## src/rtl/axi_mem_arb_pkg.sv

```systemverilog
// Shared types for the write/read controller SRAM port arbiter.
// Holds the owner encoding, the default-width request record and the byte-enable width helper.
package axi_mem_arb_pkg;

  typedef enum logic {OWNER_W = 1'b0, OWNER_R = 1'b1} owner_t;

  localparam int ADDR_W_DEF = 16;
  localparam int DATA_W_DEF = 64;

  function automatic int be_width(input int dw);
    return dw / 8;
  endfunction

  localparam int BE_W_DEF = be_width(DATA_W_DEF);

  typedef struct packed {
    logic                  cen;
    logic                  wen;
    logic [ADDR_W_DEF-1:0] a;
    logic [DATA_W_DEF-1:0] d;
    logic [BE_W_DEF-1:0]   be;
  } mem_req_t;

endpackage

```

## src/rtl/mem_arb_sticky_rr.sv

```systemverilog
// Sticky round-robin grant decision between the write and read controllers.
// The current owner keeps the port for up to MAX_BURST grants while the other side waits.
module mem_arb_sticky_rr
  import axi_mem_arb_pkg::*;
#(
  parameter int MAX_BURST = 4
) (
  input  logic clk,
  input  logic rst_n,
  input  logic w_req,
  input  logic r_req,
  output logic w_gnt,
  output logic r_gnt
);

  localparam int             CW      = $clog2(MAX_BURST + 1);
  localparam logic [CW-1:0]  CNT_MAX = CW'(MAX_BURST);

  owner_t          last_q, last_d, winner;
  logic [CW-1:0]   cnt_q, cnt_d;
  logic            any_req;

  always_comb begin
    any_req = w_req | r_req;
    winner  = OWNER_W;
    if (w_req && r_req)
      winner = (cnt_q < CNT_MAX) ? last_q : owner_t'(~last_q);
    else if (r_req)
      winner = OWNER_R;

    last_d = last_q;
    cnt_d  = cnt_q;
    // Idle cycles leave the history untouched.
    if (any_req) begin
      if (winner == last_q) begin
        cnt_d = (cnt_q == CNT_MAX) ? cnt_q : cnt_q + 1'b1;
      end else begin
        last_d = winner;
        cnt_d  = CW'(1);
      end
    end

    w_gnt = rst_n && any_req && (winner == OWNER_W);
    r_gnt = rst_n && any_req && (winner == OWNER_R);
  end

  // Reset to a saturated read owner so the first conflict goes to the write side.
  always_ff @(posedge clk or negedge rst_n) begin
    if (!rst_n) begin
      last_q <= OWNER_R;
      cnt_q  <= CNT_MAX;
    end else begin
      last_q <= last_d;
      cnt_q  <= cnt_d;
    end
  end

endmodule

```

## src/rtl/axi_mem_port_arbiter.sv

```systemverilog
// Merges the write and read controllers onto one single-port SRAM and routes read data back.
// Optional performance counters are compiled in with `define MEM_ARB_PERF_CNT_EN.
module axi_mem_port_arbiter
  import axi_mem_arb_pkg::*;
#(
  parameter  int MEM_ADDR_WIDTH = 16,
  parameter  int DATA_WIDTH     = 64,
  parameter  int MAX_BURST      = 4,
  localparam int BE_WIDTH       = be_width(DATA_WIDTH)
) (
  input  logic                      clk,
  input  logic                      rst_n,
  input  logic                      W_VALID_i,
  input  logic                      W_CEN_i,
  input  logic                      W_WEN_i,
  input  logic [MEM_ADDR_WIDTH-1:0] W_A_i,
  input  logic [DATA_WIDTH-1:0]     W_D_i,
  input  logic [BE_WIDTH-1:0]       W_BE_i,
  output logic                      W_GRANT_o,
  output logic                      W_RVALID_o,
  input  logic                      R_VALID_i,
  input  logic                      R_CEN_i,
  input  logic                      R_WEN_i,
  input  logic [MEM_ADDR_WIDTH-1:0] R_A_i,
  input  logic [DATA_WIDTH-1:0]     R_D_i,
  input  logic [BE_WIDTH-1:0]       R_BE_i,
  output logic                      R_GRANT_o,
  output logic                      R_RVALID_o,
  output logic [DATA_WIDTH-1:0]     Q_o,
  output logic                      MEM_CEN_o,
  output logic                      MEM_WEN_o,
  output logic [MEM_ADDR_WIDTH-1:0] MEM_A_o,
  output logic [DATA_WIDTH-1:0]     MEM_D_o,
  output logic [BE_WIDTH-1:0]       MEM_BE_o,
  input  logic [DATA_WIDTH-1:0]     MEM_Q_i
`ifdef MEM_ARB_PERF_CNT_EN
  ,
  output logic [31:0]               conflict_cnt_o,
  output logic [31:0]               w_stall_cnt_o,
  output logic [31:0]               r_stall_cnt_o
`endif
);

  typedef struct packed {
    logic                      cen;
    logic                      wen;
    logic [MEM_ADDR_WIDTH-1:0] a;
    logic [DATA_WIDTH-1:0]     d;
    logic [BE_WIDTH-1:0]       be;
  } req_t;

  req_t w_req, r_req, mem_req;
  logic w_rvalid_q, r_rvalid_q;

  mem_arb_sticky_rr #(.MAX_BURST(MAX_BURST)) u_rr (
    .clk   (clk),
    .rst_n (rst_n),
    .w_req (W_VALID_i),
    .r_req (R_VALID_i),
    .w_gnt (W_GRANT_o),
    .r_gnt (R_GRANT_o)
  );

  always_comb begin
    w_req = '{cen: W_CEN_i, wen: W_WEN_i, a: W_A_i, d: W_D_i, be: W_BE_i};
    r_req = '{cen: R_CEN_i, wen: R_WEN_i, a: R_A_i, d: R_D_i, be: R_BE_i};
    mem_req = '{cen: 1'b1, wen: 1'b1, default: '0};
    if (W_GRANT_o)      mem_req = w_req;
    else if (R_GRANT_o) mem_req = r_req;
  end

  assign MEM_CEN_o = mem_req.cen;
  assign MEM_WEN_o = mem_req.wen;
  assign MEM_A_o   = mem_req.a;
  assign MEM_D_o   = mem_req.d;
  assign MEM_BE_o  = mem_req.be;
  assign Q_o       = MEM_Q_i;

  // SRAM read latency is one cycle: tag the returning data with the granted reader.
  always_ff @(posedge clk or negedge rst_n) begin
    if (!rst_n) begin
      w_rvalid_q <= 1'b0;
      r_rvalid_q <= 1'b0;
    end else begin
      w_rvalid_q <= W_GRANT_o && !W_CEN_i && W_WEN_i;
      r_rvalid_q <= R_GRANT_o && !R_CEN_i && R_WEN_i;
    end
  end

  assign W_RVALID_o = w_rvalid_q;
  assign R_RVALID_o = r_rvalid_q;

`ifdef MEM_ARB_PERF_CNT_EN
  always_ff @(posedge clk or negedge rst_n) begin
    if (!rst_n) begin
      conflict_cnt_o <= '0;
      w_stall_cnt_o  <= '0;
      r_stall_cnt_o  <= '0;
    end else begin
      if (W_VALID_i && R_VALID_i) conflict_cnt_o <= conflict_cnt_o + 32'd1;
      if (W_VALID_i && !W_GRANT_o) w_stall_cnt_o <= w_stall_cnt_o + 32'd1;
      if (R_VALID_i && !R_GRANT_o) r_stall_cnt_o <= r_stall_cnt_o + 32'd1;
    end
  end
`endif

endmodule
```

## config.mk

```make
export PLATFORM = sky130hd
export DESIGN_NAME = axi_mem_port_arbiter
export DESIGN_NICKNAME = d
export VERILOG_FILES = /design/src/rtl/axi_mem_arb_pkg.sv /design/src/rtl/mem_arb_sticky_rr.sv /design/src/rtl/axi_mem_port_arbiter.sv
export SDC_FILE = /design/constraint.sdc
export NUM_CORES = 1
export LEC_CHECK = 0
export ABC_AREA = 1
export BUFFER_PORTS_ARGS = -buffer_cell sky130_fd_sc_hd__buf_2
export CAP_MARGIN = 25
export CORE_AREA = 2 2 158 160
export CTS_BUF_LIST = sky130_fd_sc_hd__clkbuf_16
export DETAILED_ROUTE_END_ITERATION = 10
export DIE_AREA = 0 0 160 162
export REMOVE_ABC_BUFFERS = 1
export SYNTH_ARGS = -nofsm -noshare
export SYNTH_HDL_FRONTEND = slang
export SYNTH_SLANG_ARGS = --single-unit
```

## constraint.sdc

```tcl
create_clock -name clk -period 2.9 [get_ports clk]
set_input_delay 0.435 -clock clk [delete_from_list [all_inputs] [get_ports clk]]
set_output_delay 0.435 -clock clk [all_outputs]
set_load 0.005 [all_outputs]
```

# [Word level (Yosys, flattened, before mapping)]
# Index checks and enable logic that the tools add are counted.
[classes] multipliers=0 shift=0 magnitude_cmp=1 addsub=1 mux=7 n_reduce_logical=12 n_eq_ne=3 div=0 n_bitwise=4
[op_table] operator="90-bit two-way mux" n=2
[op_table] operator="1-bit logical AND" n=8
[op_table] operator="3-bit two-way mux" n=2
[op_table] operator="2-bit AND reduction" n=2
[op_table] operator="3-bit by 1-bit adder with 3-bit output, second input constant" n=1
[op_table] operator="3-bit == test, second input constant" n=1
[op_table] operator="3-bit < comparator, second input constant" n=1
[op_table] operator="1-bit two-way mux" n=3
[op_table] operator="1-bit inverter" n=3
[op_table] operator="1-bit zero test" n=2
[op_table] operator="2-bit inequality test, second input constant" n=1
[op_table] operator="1-bit == test" n=1
[op_table] operator="1-bit OR" n=1
[word_totals] out_inout_bits=158 elab_cells=32 latchBits=0 memories=0 regBits=6 mem_bits_rw=0 rom_bits=0

# [Logic depth before layout (Yosys ltp)]
# Gate-level depths: netlist of the first run.
[logic_depth] depth_word=7 ltp_mapped=9 ltp_nobuf=8

# [Hierarchy]
# A second synthesis of the first run with hierarchy kept.
[unflattened] cells_unflattened=413 area_unflattened_um2=2835.2
[modules_own_cells] mod="axi_mem_port_arbiter" area_per_inst_um2=2526.2 instances=1 cells_per_inst=372
[modules_own_cells] mod="mem_arb_sticky_rr" area_per_inst_um2=309.0 instances=1 cells_per_inst=41

# [Worst setup path before layout of the first run]
# Ideal clock, no wire load.
[synth_timing] path_kind="flip-flop to output port" start="register u_rr.cnt_q[2]" end="output port MEM_A_o[0]" stages_incl_launch_ff=9 t_arrival_ns=1.367 required_ns=2.465 slack_ns=1.098 path_buffers=2 cell_sequence="dfstp_2 -> o21ai_1 -> o21ai_2 -> nand2_2 -> inv_2 -> buf_6 -> buf_6 -> nand2_1 -> nand2_1"
[synth_via] elab_chain_len=6 elab_cells_between_ends=8
[synth_lines] element="from (decl)" line_no="mem_arb_sticky_rr.sv:20" rtl="logic [CW-1:0] cnt_q, cnt_d;"
[synth_lines] element="from (signal assigned)" line_no="mem_arb_sticky_rr.sv:54" rtl="cnt_q <= cnt_d;"
[synth_lines] element="3-bit < comparator *" line_no="mem_arb_sticky_rr.sv:27" rtl="winner = (cnt_q < CNT_MAX) ? last_q : owner_t'(~last_q);"
[synth_lines] element="1-bit two-way mux *" line_no="mem_arb_sticky_rr.sv:27"
[synth_lines] element="1-bit two-way mux *" line_no="mem_arb_sticky_rr.sv:26" rtl="if (w_req && r_req)"
[synth_lines] element="1-bit logical AND or 1-bit inverter (tied branches)" line_no="mem_arb_sticky_rr.sv:44, mem_arb_sticky_rr.sv:43"
[synth_lines] element="90-bit two-way mux or 1-bit logical AND (tied branches)" line_no="axi_mem_port_arbiter.sv:69, mem_arb_sticky_rr.sv:43"
[synth_lines] element="90-bit two-way mux *" line_no="axi_mem_port_arbiter.sv:68" rtl="if (W_GRANT_o) mem_req = w_req;"
[synth_lines] element="to (decl)" line_no="axi_mem_port_arbiter.sv:32" rtl="output logic [MEM_ADDR_WIDTH-1:0] MEM_A_o,"
# Every way passes the cells marked *; elsewhere a longest branch is shown, timed or not.

# [Worst setup path after layout of the first run]
[layout_timing] start="register u_rr.cnt_q[2]" end="output port MEM_D_o[27]"
[layout_via] elab_chain_len=6 elab_cells_between_ends=8
[layout_lines] element="3-bit < comparator *" line_no="mem_arb_sticky_rr.sv:27"
[layout_lines] element="1-bit two-way mux *" line_no="mem_arb_sticky_rr.sv:27"
[layout_lines] element="1-bit two-way mux *" line_no="mem_arb_sticky_rr.sv:26"
[layout_lines] element="1-bit logical AND or 1-bit inverter (tied branches)" line_no="mem_arb_sticky_rr.sv:44, mem_arb_sticky_rr.sv:43"
[layout_lines] element="90-bit two-way mux or 1-bit logical AND (tied branches)" line_no="axi_mem_port_arbiter.sv:69, mem_arb_sticky_rr.sv:43"
[layout_lines] element="90-bit two-way mux *" line_no="axi_mem_port_arbiter.sv:68"
[layout_lines] element="to (decl)" line_no="axi_mem_port_arbiter.sv:33" rtl="output logic [DATA_WIDTH-1:0] MEM_D_o,"
# Marked as above.

==> run summary, run 1 <==
The first routing iteration left about 170 violations. The pin count of the biggest net entering global routing is 57. In this run the power density over the cells is roughly 300 nW/um2. The share of power burned in registers came out at 13.5%. The switching share of total power is 40.97%. Across all layers, the routed design uses between 3000 and 4000 vias.

The ratio of cells with drive above 1 in the final layout is 48.09%. The number of I/O port buffers is ~280. Setup violations remaining at the end of the flow were counted as 0. The later-pin clock latency in the skew report is 0.23 ns. The average size of a mapped cell is 4.917 um2. The internal power is 0.5922 mW. The initial antenna violation count was 2. The number of top-level pins came out at 406. The critical path capture point type is an output pin.

The endpoint arrival time on the critical path is 1.93 ns. The leakage power is 2.212 nW. Ranked by instance count, the synthesized netlist is headed by 279 x sky130_fd_sc_hd__nand2_1, 64 x sky130_fd_sc_hd__buf_4, 16 x sky130_fd_sc_hd__buf_2, 12 x sky130_fd_sc_hd__inv_1. The number of enable flip-flop cells after synthesis came out at 0.

After synthesis, the share of flip-flops with an asynchronous set or reset is 100.0%. The register clock-pin slew on the reported worst setup and hold paths came out at roughly 0.03 ns. No sink is reached through more buffers than the 2 on the longest clock path. Before antenna repair, the detailed router went through 6 iterations.

The via count of the first global-routing pass came out at roughly 2900. The clock skew came out at ~0.0027 ns. The global routing usage on met1 is approximately a tenth. By area the synthesized netlist is led by sky130_fd_sc_hd__nand2_1 53%, sky130_fd_sc_hd__buf_4 24%, sky130_fd_sc_hd__dfrtp_1 5.1%. The congestion estimate from routability-driven global placement came to 0.7582.

The global-route wire length before repair is 17190 um. The flow ran to the end, and the final reports show no timing, DRC or antenna violations. The critical path launch point type is a flip-flop. For the pin with the worst max-slew slack, the measured transition is 0.3411 ns.

After synthesis, the netlist uses 20 different library cells. The total power consumption of the routed design is 1.003 mW. The number of sinks driven by the clock tree is 6. The final number of max-transition violations came to 0. TritonCTS built the clock tree. The total CTS buffers came out at 3. The floorplan core area came out at 24110 um2. The post-cts resize count is 0. The count of final hold-check violations came out at 0.

Counting flops and latches in the post-synthesis netlist gives 6. The die covers around 26000 um2. After synthesis the cells add up to a little under 2000 um2. The number of non-filler instances in the completed layout is approximately 900.

The residual antenna-violating net count after detailed routing came out at 0. For this run, the leading register cell type out of synthesis is sky130_fd_sc_hd__dfrtp_1. The number of instances in the synthesized netlist is 400. The class of the most critical hold timing path is input pin to asynchronous set/reset pin. For this run, design rule violations remaining after detail routing come to 0.

The final routed wirelength across all metal layers is approximately 13000 um. The fraction of met3 tracks used by global routing is 9.219%. The worst setup path is of the flip-flop to output pin kind. The clock period minus final worst setup slack is 2.369 ns. In the routed layout, each cell is associated on average with a via count of 3.406. sky130_fd_sc_hd__nand2_1 takes more of the synthesized area than any other cell. The peak clock frequency supported by timing came out at 0.4221 GHz.

STA puts the critical path data required time at between 2 and 2.5 ns. The area share of the largest cell type after synthesis is 53.24%. The antenna cell count came out at 0. Sequential cells were found to cover 7.761% of the synthesized design area. The count of warnings emitted by yosys came out at 0. For this configuration, the core starts out at a cell density of ~8%. The overall die height is 162 um.

After detailed placement, the design holds a cell count of 923. After clock tree synthesis, the setup repair step added 0 buffers. The relative max-transition margin is about 77%. The HPWL after detailed placement came out at 10660 um. The cell row count came out at between 50 and 60. The max-capacitance violation count came out at 0. The most common cell in the synthesized netlist is sky130_fd_sc_hd__nand2_1. The global router's overall resource usage is around 8.9%. Hold repair after CTS inserted 0 buffers.

Setup repair after global routing left no endpoint under its margin. In this run the most used layer during global routing was met2. The layout net count is between 800 and 900. The maximum level of the CTS H-tree is 1. The routed wire length per instance is 13.72 um.

The die boundary width is roughly 160 um. The proportion of power drawn by the clock network is 22.6%. CTS placed an instance of sky130_fd_sc_hd__clkbuf_16 at the clock tree root. The routing usage on met2 is 11.41%. The analysis attributes to net switching a power of 0.4110 mW. The aggregate negative setup slack came out at 0 ns.

The biggest fanout along the worst timing path came out at 33. The worst supply voltage drop on vdd is between 100 and 150 uV. Compared with the post-synthesis result, the final layout area differs by 68.26%.

The ratio of final minimum period to clock period is about 80%. The global-route congestion overflow total came out at 0. The combinational fraction of design power came out at 63.9%.
power by group through the flow:
stage | Clock, mW | Combinational [mW] | Sequential [mW]
2_1_floorplan | 0 | 0.290 | 0.132
3_3_place_gp | 0 | 0.638 | 0.135
6_report | 0.226 | 0.641 | 0.136
3_5_place_dp | 0 | 0.643 | 0.136
4_1_cts | 0.231 | 0.649 | 0.135
5_1_grt | 0.236 | 0.725 | 0.138
kinds of logic after synthesis:
family,Yosys count,share of synthesized area [%]
AO/OA/AOI/OAI,7,2.226
XOR/XNOR,1,0.4454
adder cells (fa/ha/maj),2,1.272
buffers and inverters,95,32.12
flip-flops,6,7.761
AND/OR/NAND/NOR,289,56.17
stage by stage:
stage	instance area, um2	utilization (%)	hold slack, ns	worst slack, ns
after floorplan	1384	-	0.1394	0.3601
after CTS	3309	13.73	0.02833	0.5053
after detailed placement	3231	13.40	0.2699	0.7479
final	3309	13.73	0.02578	0.5307
after global routing	3309	13.73	0.03685	0.3310
after global placement	3231	13.40	0.2705	0.7310
placed cells by master (no fill, tap or decap):
cell,n
sky130_fd_sc_hd__buf_4,2
sky130_fd_sc_hd__buf_2,277
sky130_fd_sc_hd__nor2_4,1
sky130_fd_sc_hd__inv_1,13
sky130_fd_sc_hd__ha_1,2
sky130_fd_sc_hd__clkbuf_16,3
sky130_fd_sc_hd__o21ai_1,1
sky130_fd_sc_hd__nand3_1,1
sky130_fd_sc_hd__dfstp_2,2
sky130_fd_sc_hd__dfrtp_1,4
sky130_fd_sc_hd__inv_2,1
sky130_fd_sc_hd__nor2_1,4
sky130_fd_sc_hd__buf_12,2
sky130_fd_sc_hd__o21ai_0,3
sky130_fd_sc_hd__o21ai_2,1
sky130_fd_sc_hd__o211ai_1,2
sky130_fd_sc_hd__nand2_1,279
sky130_fd_sc_hd__nand2_2,1
sky130_fd_sc_hd__xor2_1,1
sky130_fd_sc_hd__nand4_1,2
sky130_fd_sc_hd__nor3b_1,1
layer usage:
metal	routed length, um	part of all wire, %
met5	348	2.7
met4	92	0.72
met3	2885	23
met2	4858	38
met1	4530	36
path summary, 6_finish.rpt:
path,from,endpoint,slack (ns),cells after the start
worst max-delay path,u_rr.cnt_q[2]$_DFFE_PN1P_,MEM_D_o[27],0.53,8
worst min-delay path,rst_n,R_RVALID_o$_DFF_PN0_,0.03,1
worst max register to register,u_rr.cnt_q[2]$_DFFE_PN1P_,R_RVALID_o$_DFF_PN0_,1.30,7
worst min register to register,u_rr.cnt_q[2]$_DFFE_PN1P_,u_rr.cnt_q[2]$_DFFE_PN1P_,0.51,2
max in group asynchronous,rst_n,u_rr.last_q$_DFFE_PN1P_,2.65,1
min in group clk,W_CEN_i,W_RVALID_o$_DFF_PN0_,0.38,2
flip-flops by register name, indices dropped and copies added (netlist names):
signal	cells
W_RVALID_o	1
R_RVALID_o	1
u_rr.last_q	1
u_rr.cnt_q	3
worst max-delay path: stages (launching register included):
cell	delay [ns]
sky130_fd_sc_hd__dfstp_2	0.56
sky130_fd_sc_hd__o21ai_1	0.09
sky130_fd_sc_hd__o21ai_2	0.23
sky130_fd_sc_hd__nand2_2	0.12
sky130_fd_sc_hd__inv_2	0.10
sky130_fd_sc_hd__buf_4	0.32
sky130_fd_sc_hd__nand2_1	0.10
sky130_fd_sc_hd__nand2_1	0.07
sky130_fd_sc_hd__buf_2	0.11
layout make-up:
| class | instances | area, um2 |
|---|---|---|
| fillers | 2820 | 20800 |
| repair buffers | 281 | 1441 |
| multi-input cells | 299 | 1182 |
| well taps | 324 | 405.4 |
| flip-flops and latches | 6 | 152.6 |
| clock buffers | 3 | 75.07 |
| inverters | 13 | 48.80 |
| clock inverters | 1 | 3.754 |
Power figures use the tool's default switching activity.
==> run 2, diff against run 1 <==
--- a/config.mk
+++ b/config.mk
@@ -8,10 +8,10 @@
 export ABC_AREA = 1
 export BUFFER_PORTS_ARGS = -buffer_cell sky130_fd_sc_hd__buf_2
 export CAP_MARGIN = 25
-export CORE_AREA = 2 2 158 160
+export CORE_AREA = 2 2 156 158
 export CTS_BUF_LIST = sky130_fd_sc_hd__clkbuf_16
 export DETAILED_ROUTE_END_ITERATION = 10
-export DIE_AREA = 0 0 160 162
+export DIE_AREA = 0 0 158 160
 export REMOVE_ABC_BUFFERS = 1
 export SYNTH_ARGS = -nofsm -noshare
 export SYNTH_HDL_FRONTEND = slang
==> constraint.sdc (replaced) <==
create_clock -name clk -period 2.1 [get_ports clk]
set_input_delay 0.315 -clock clk [delete_from_list [all_inputs] [get_ports clk]]
set_output_delay 0.315 -clock clk [all_outputs]
set_load 0.005 [all_outputs]
==> run 2 against run 1 <==
The flow now finishes with violations (setup timing). Sequential share of layout area decreased by 0.95 points. Worst setup slack got worse by 0.58 ns. Sequential power is 40% higher. Global-route usage rose by 1.9 points. Largest cell class unchanged.
==> run summary, run 2 (synthesis gave the netlist of run 1 again) <==
The minimum hold slack came out at 0.2696 ns (was 0.02578 ns). The number of non-filler instances in the completed layout came out at 952 (was 927). The layout net count is 879 (was 854). The number of sinks driven by the clock tree came to 6 (unchanged). The largest buffer count on any clock path is 2 (unchanged). The final number of max-transition violations came out at 0 (unchanged). The post-route met1 wirelength is 6003 um (was 4530 um). The later-pin clock latency in the skew report is 0.23 ns (about the same). The number of setup violations in the final report came to 50 (was 0). The TritonCTS clock tree was yes (unchanged). The slack of the critical path is -0.04729 ns (was 0.5307 ns). The total CTS buffers is 3 (unchanged). The commonest non-fill, non-tap cell in the layout is sky130_fd_sc_hd__buf_2 (was sky130_fd_sc_hd__nand2_1).

The worst supply voltage drop on vdd came to 198.6 uV (was 127.5 uV). The number of remaining DRC errors came out at 0 (unchanged). The register ranked first by flip-flop count is u_rr.cnt_q (unchanged).

The biggest fanout along the worst timing path was 7 (was 33). The vias after detailed routing came out at 3396 (was 3157). The category of the most critical setup path is flip-flop to output pin (unchanged). The aggregate negative setup slack was -0.9384 ns (was 0 ns).

The residual antenna-violating net count after detailed routing is 0 (unchanged). The critical path capture point type was an output pin (unchanged). Top library cells by usage in the layout, fill and taps aside: 271 x sky130_fd_sc_hd__buf_2, 211 x sky130_fd_sc_hd__nand2_1, 51 x sky130_fd_sc_hd__nand2_2 (was 279 x sky130_fd_sc_hd__nand2_1, 277 x sky130_fd_sc_hd__buf_2, 13 x sky130_fd_sc_hd__inv_1). The start point of the critical path was u_rr.last_q$_DFFE_PN1P_ (was u_rr.cnt_q[2]$_DFFE_PN1P_).

The highest routed metal layer is met5 (unchanged). The final routed wirelength across all metal layers came out at 16140 um (was 12720 um). The number of detailed-route iterations in the first pass was 5 (was 6). The utilization after layout is 17.51% (was 13.73%).

The relative max-transition margin came to 85.07% (was 77.26%). Setup repair after global routing missed its margin: true (was false). The startpoint of the most critical hold path is W_CEN_i. The clock skew came out at 0.002375 ns (was 0.002699 ns). The layout overhead on the synthesized area came to 112.0% (was 68.26%).

The cell row count came out at 57 (unchanged). The number of placed instances, taps included was 924 (was 923). The number of I/O port buffers is 277 (unchanged). The global-route wire length before repair came out at 19620 um (was 17190 um). The flip-flop count of the largest register after layout came to 3 (unchanged). The number of vias per cell after detailed routing came out at 3.567 (was 3.406). The die boundary width came out at 158 um (was 160 um). The overall die area came to 25280 um2 (was 25920 um2).

The met3 wirelength from detailed routing is 3006 um (was 2885 um). The register clock-pin slew on the reported worst setup and hold paths is 0.03 ns (about the same). The floorplan core area is 23820 um2 (was 24110 um2). The count of final hold-check violations came to 0 (unchanged). The critical path launch point type is a flip-flop (unchanged). The ratio of cells with drive above 1 in the final layout is 61.72% (was 48.09%). The via count of the first global-routing pass was 3114 (was 2855). The number of top-level pins was 406 (unchanged). The met2 wire length is 6710 um (was 4858 um). The power per unit of standard cell area came out at 443.3 nW/um2 (was 303.1 nW/um2). The maximum level of the CTS H-tree is 1 (unchanged). The global router's overall resource usage came out at 10.81% (was 8.875%). The endpoint arrival time on the critical path is 1.83 ns (was 1.93 ns).

The final reports fail on setup timing. The leakage power was 2.608 nW (was 2.212 nW). The initial core utilization came out at 8.257% (was 8.159%).

The cell at the root of the clock tree is sky130_fd_sc_hd__clkbuf_16 (unchanged). The initial antenna violation count came out at 1 (was 2). The HPWL after detailed placement is 10680 um (was 10660 um). The global-route congestion overflow total came out at 0 (unchanged). The routed wire length per instance came out at 16.95 um (was 13.72 um).

The max-capacitance violation count is 0 (unchanged). The data required time of the critical path came out at 1.78 ns (was 2.47 ns). The routability congestion estimate was 0.7617 (was 0.7582). Derived from the worst setup path, the maximum achievable clock frequency is about 0.47 GHz. The clock period minus final worst setup slack is 2.147 ns. Run status: complete, but fails checks (was finished clean).

The launching point of the worst reg2reg path was u_rr.cnt_q[2]$_DFFE_PN1P_ (unchanged). The worst path uses 102.3% of the clock period. The detailed router's first-iteration violation count came out at 347 (was 171). The transition at the pin with the smallest max-transition slack came out at 0.2239 ns (was 0.3411 ns). The class of the most critical hold timing path is input pin to flip-flop (was input pin to asynchronous set/reset pin). The pin count of the biggest net entering global routing came out at 34 (was 57). The overall die height is 160 um (was 162 um).
-- run 2: cell count changes in the layout (fill, tap and decap cells not counted), moves of 2 or more --
cell                        change
sky130_fd_sc_hd__buf_12         +5
sky130_fd_sc_hd__buf_16         +9
sky130_fd_sc_hd__buf_2          -6
sky130_fd_sc_hd__buf_4          +3
sky130_fd_sc_hd__buf_6          +7
sky130_fd_sc_hd__clkbuf_16      +6
sky130_fd_sc_hd__inv_1          -3
sky130_fd_sc_hd__nand2_1       -68
sky130_fd_sc_hd__nand2_2       +50
sky130_fd_sc_hd__nand2_4       +18
sky130_fd_sc_hd__o21ai_0        -2
sky130_fd_sc_hd__o21ai_2        +2
-- run 2: path summary, 6_finish.rpt --
| check | slack, ns | to | cells after the start |
|---|---|---|---|
| max in group asynchronous | 1.36 | u_rr.cnt_q[2]$_DFFE_PN1P_ | 3 |
| hold reg to reg | 0.52 | u_rr.cnt_q[1]$_DFFE_PN0P_ | 2 |
| setup reg to reg | 0.52 | W_RVALID_o$_DFF_PN0_ | 6 |
| min in group asynchronous | 0.54 | W_RVALID_o$_DFF_PN0_ | 3 |
| setup / recovery | -0.05 | MEM_D_o[31] | 10 |
| hold / removal | 0.27 | W_RVALID_o$_DFF_PN0_ | 2 |
-- run 2: timing repair --
action / in CTS / in global routing
hold buffers: 1 / 0
hold endpoints to repair: 4 / 0
gates cloned: 8 / 6
gates resized for setup: 25 / 91
pin swaps: 19 / 28
buffers inserted: 6 / 3
setup endpoints to repair: 90 / 92
-- run 2: final cells by class --
class / instances / area (um2)
Fill cell: 2751 / 19650
Timing Repair Buffer: 306 / 2021
Multi-Input combinational cell: 299 / 1453
Tap cell: 324 / 405.4
Sequential cell: 6 / 152.6
Clock buffer: 3 / 75.07
Inverter: 13 / 61.31
Antenna cell: 1 / 2.502
-- run 2: metrics by stage --
stage	worst slack, ns	power, mW	area, um2
floorplan	-0.3199	0.5833	1384
global placement	0.08802	1.070	3251
detailed placement	0.07172	1.082	3251
CTS	-0.07389	1.651	3691
global route	-0.1427	1.997	4170
finish	-0.04729	1.849	4170
-- run 2: power by group --
group / total [mW] / internal, mW / leakage [nW] / switching [mW]
clock network: 0.305 / 0.244 / 0.0370 / 0.0607
registers: 0.190 / 0.158 / 0.0725 / 0.0318
logic: 1.35 / 0.688 / 2.50 / 0.666
total: 1.85 / 1.09 / 2.61 / 0.759
-- run 2: metal layers --
metal	vias to the layer above	track usage, %
met5	-	9.325
li1	1587	-
met4	6	2.129
met2	304	14.82
met3	22	9.688
met1	1477	11.76
-- run 2: worst max-delay path, stage by stage, from the launching register on --
cell and delay (ns):
sky130_fd_sc_hd__dfstp_2 0.55, sky130_fd_sc_hd__inv_2 0.05, sky130_fd_sc_hd__o21ai_2 0.11, sky130_fd_sc_hd__o21ai_2 0.10, sky130_fd_sc_hd__nor2_4 0.13, sky130_fd_sc_hd__buf_12 0.13, sky130_fd_sc_hd__buf_12 0.13, sky130_fd_sc_hd__clkbuf_16 0.17
sky130_fd_sc_hd__nand2_1 0.05, sky130_fd_sc_hd__nand2_1 0.06, sky130_fd_sc_hd__buf_2 0.11
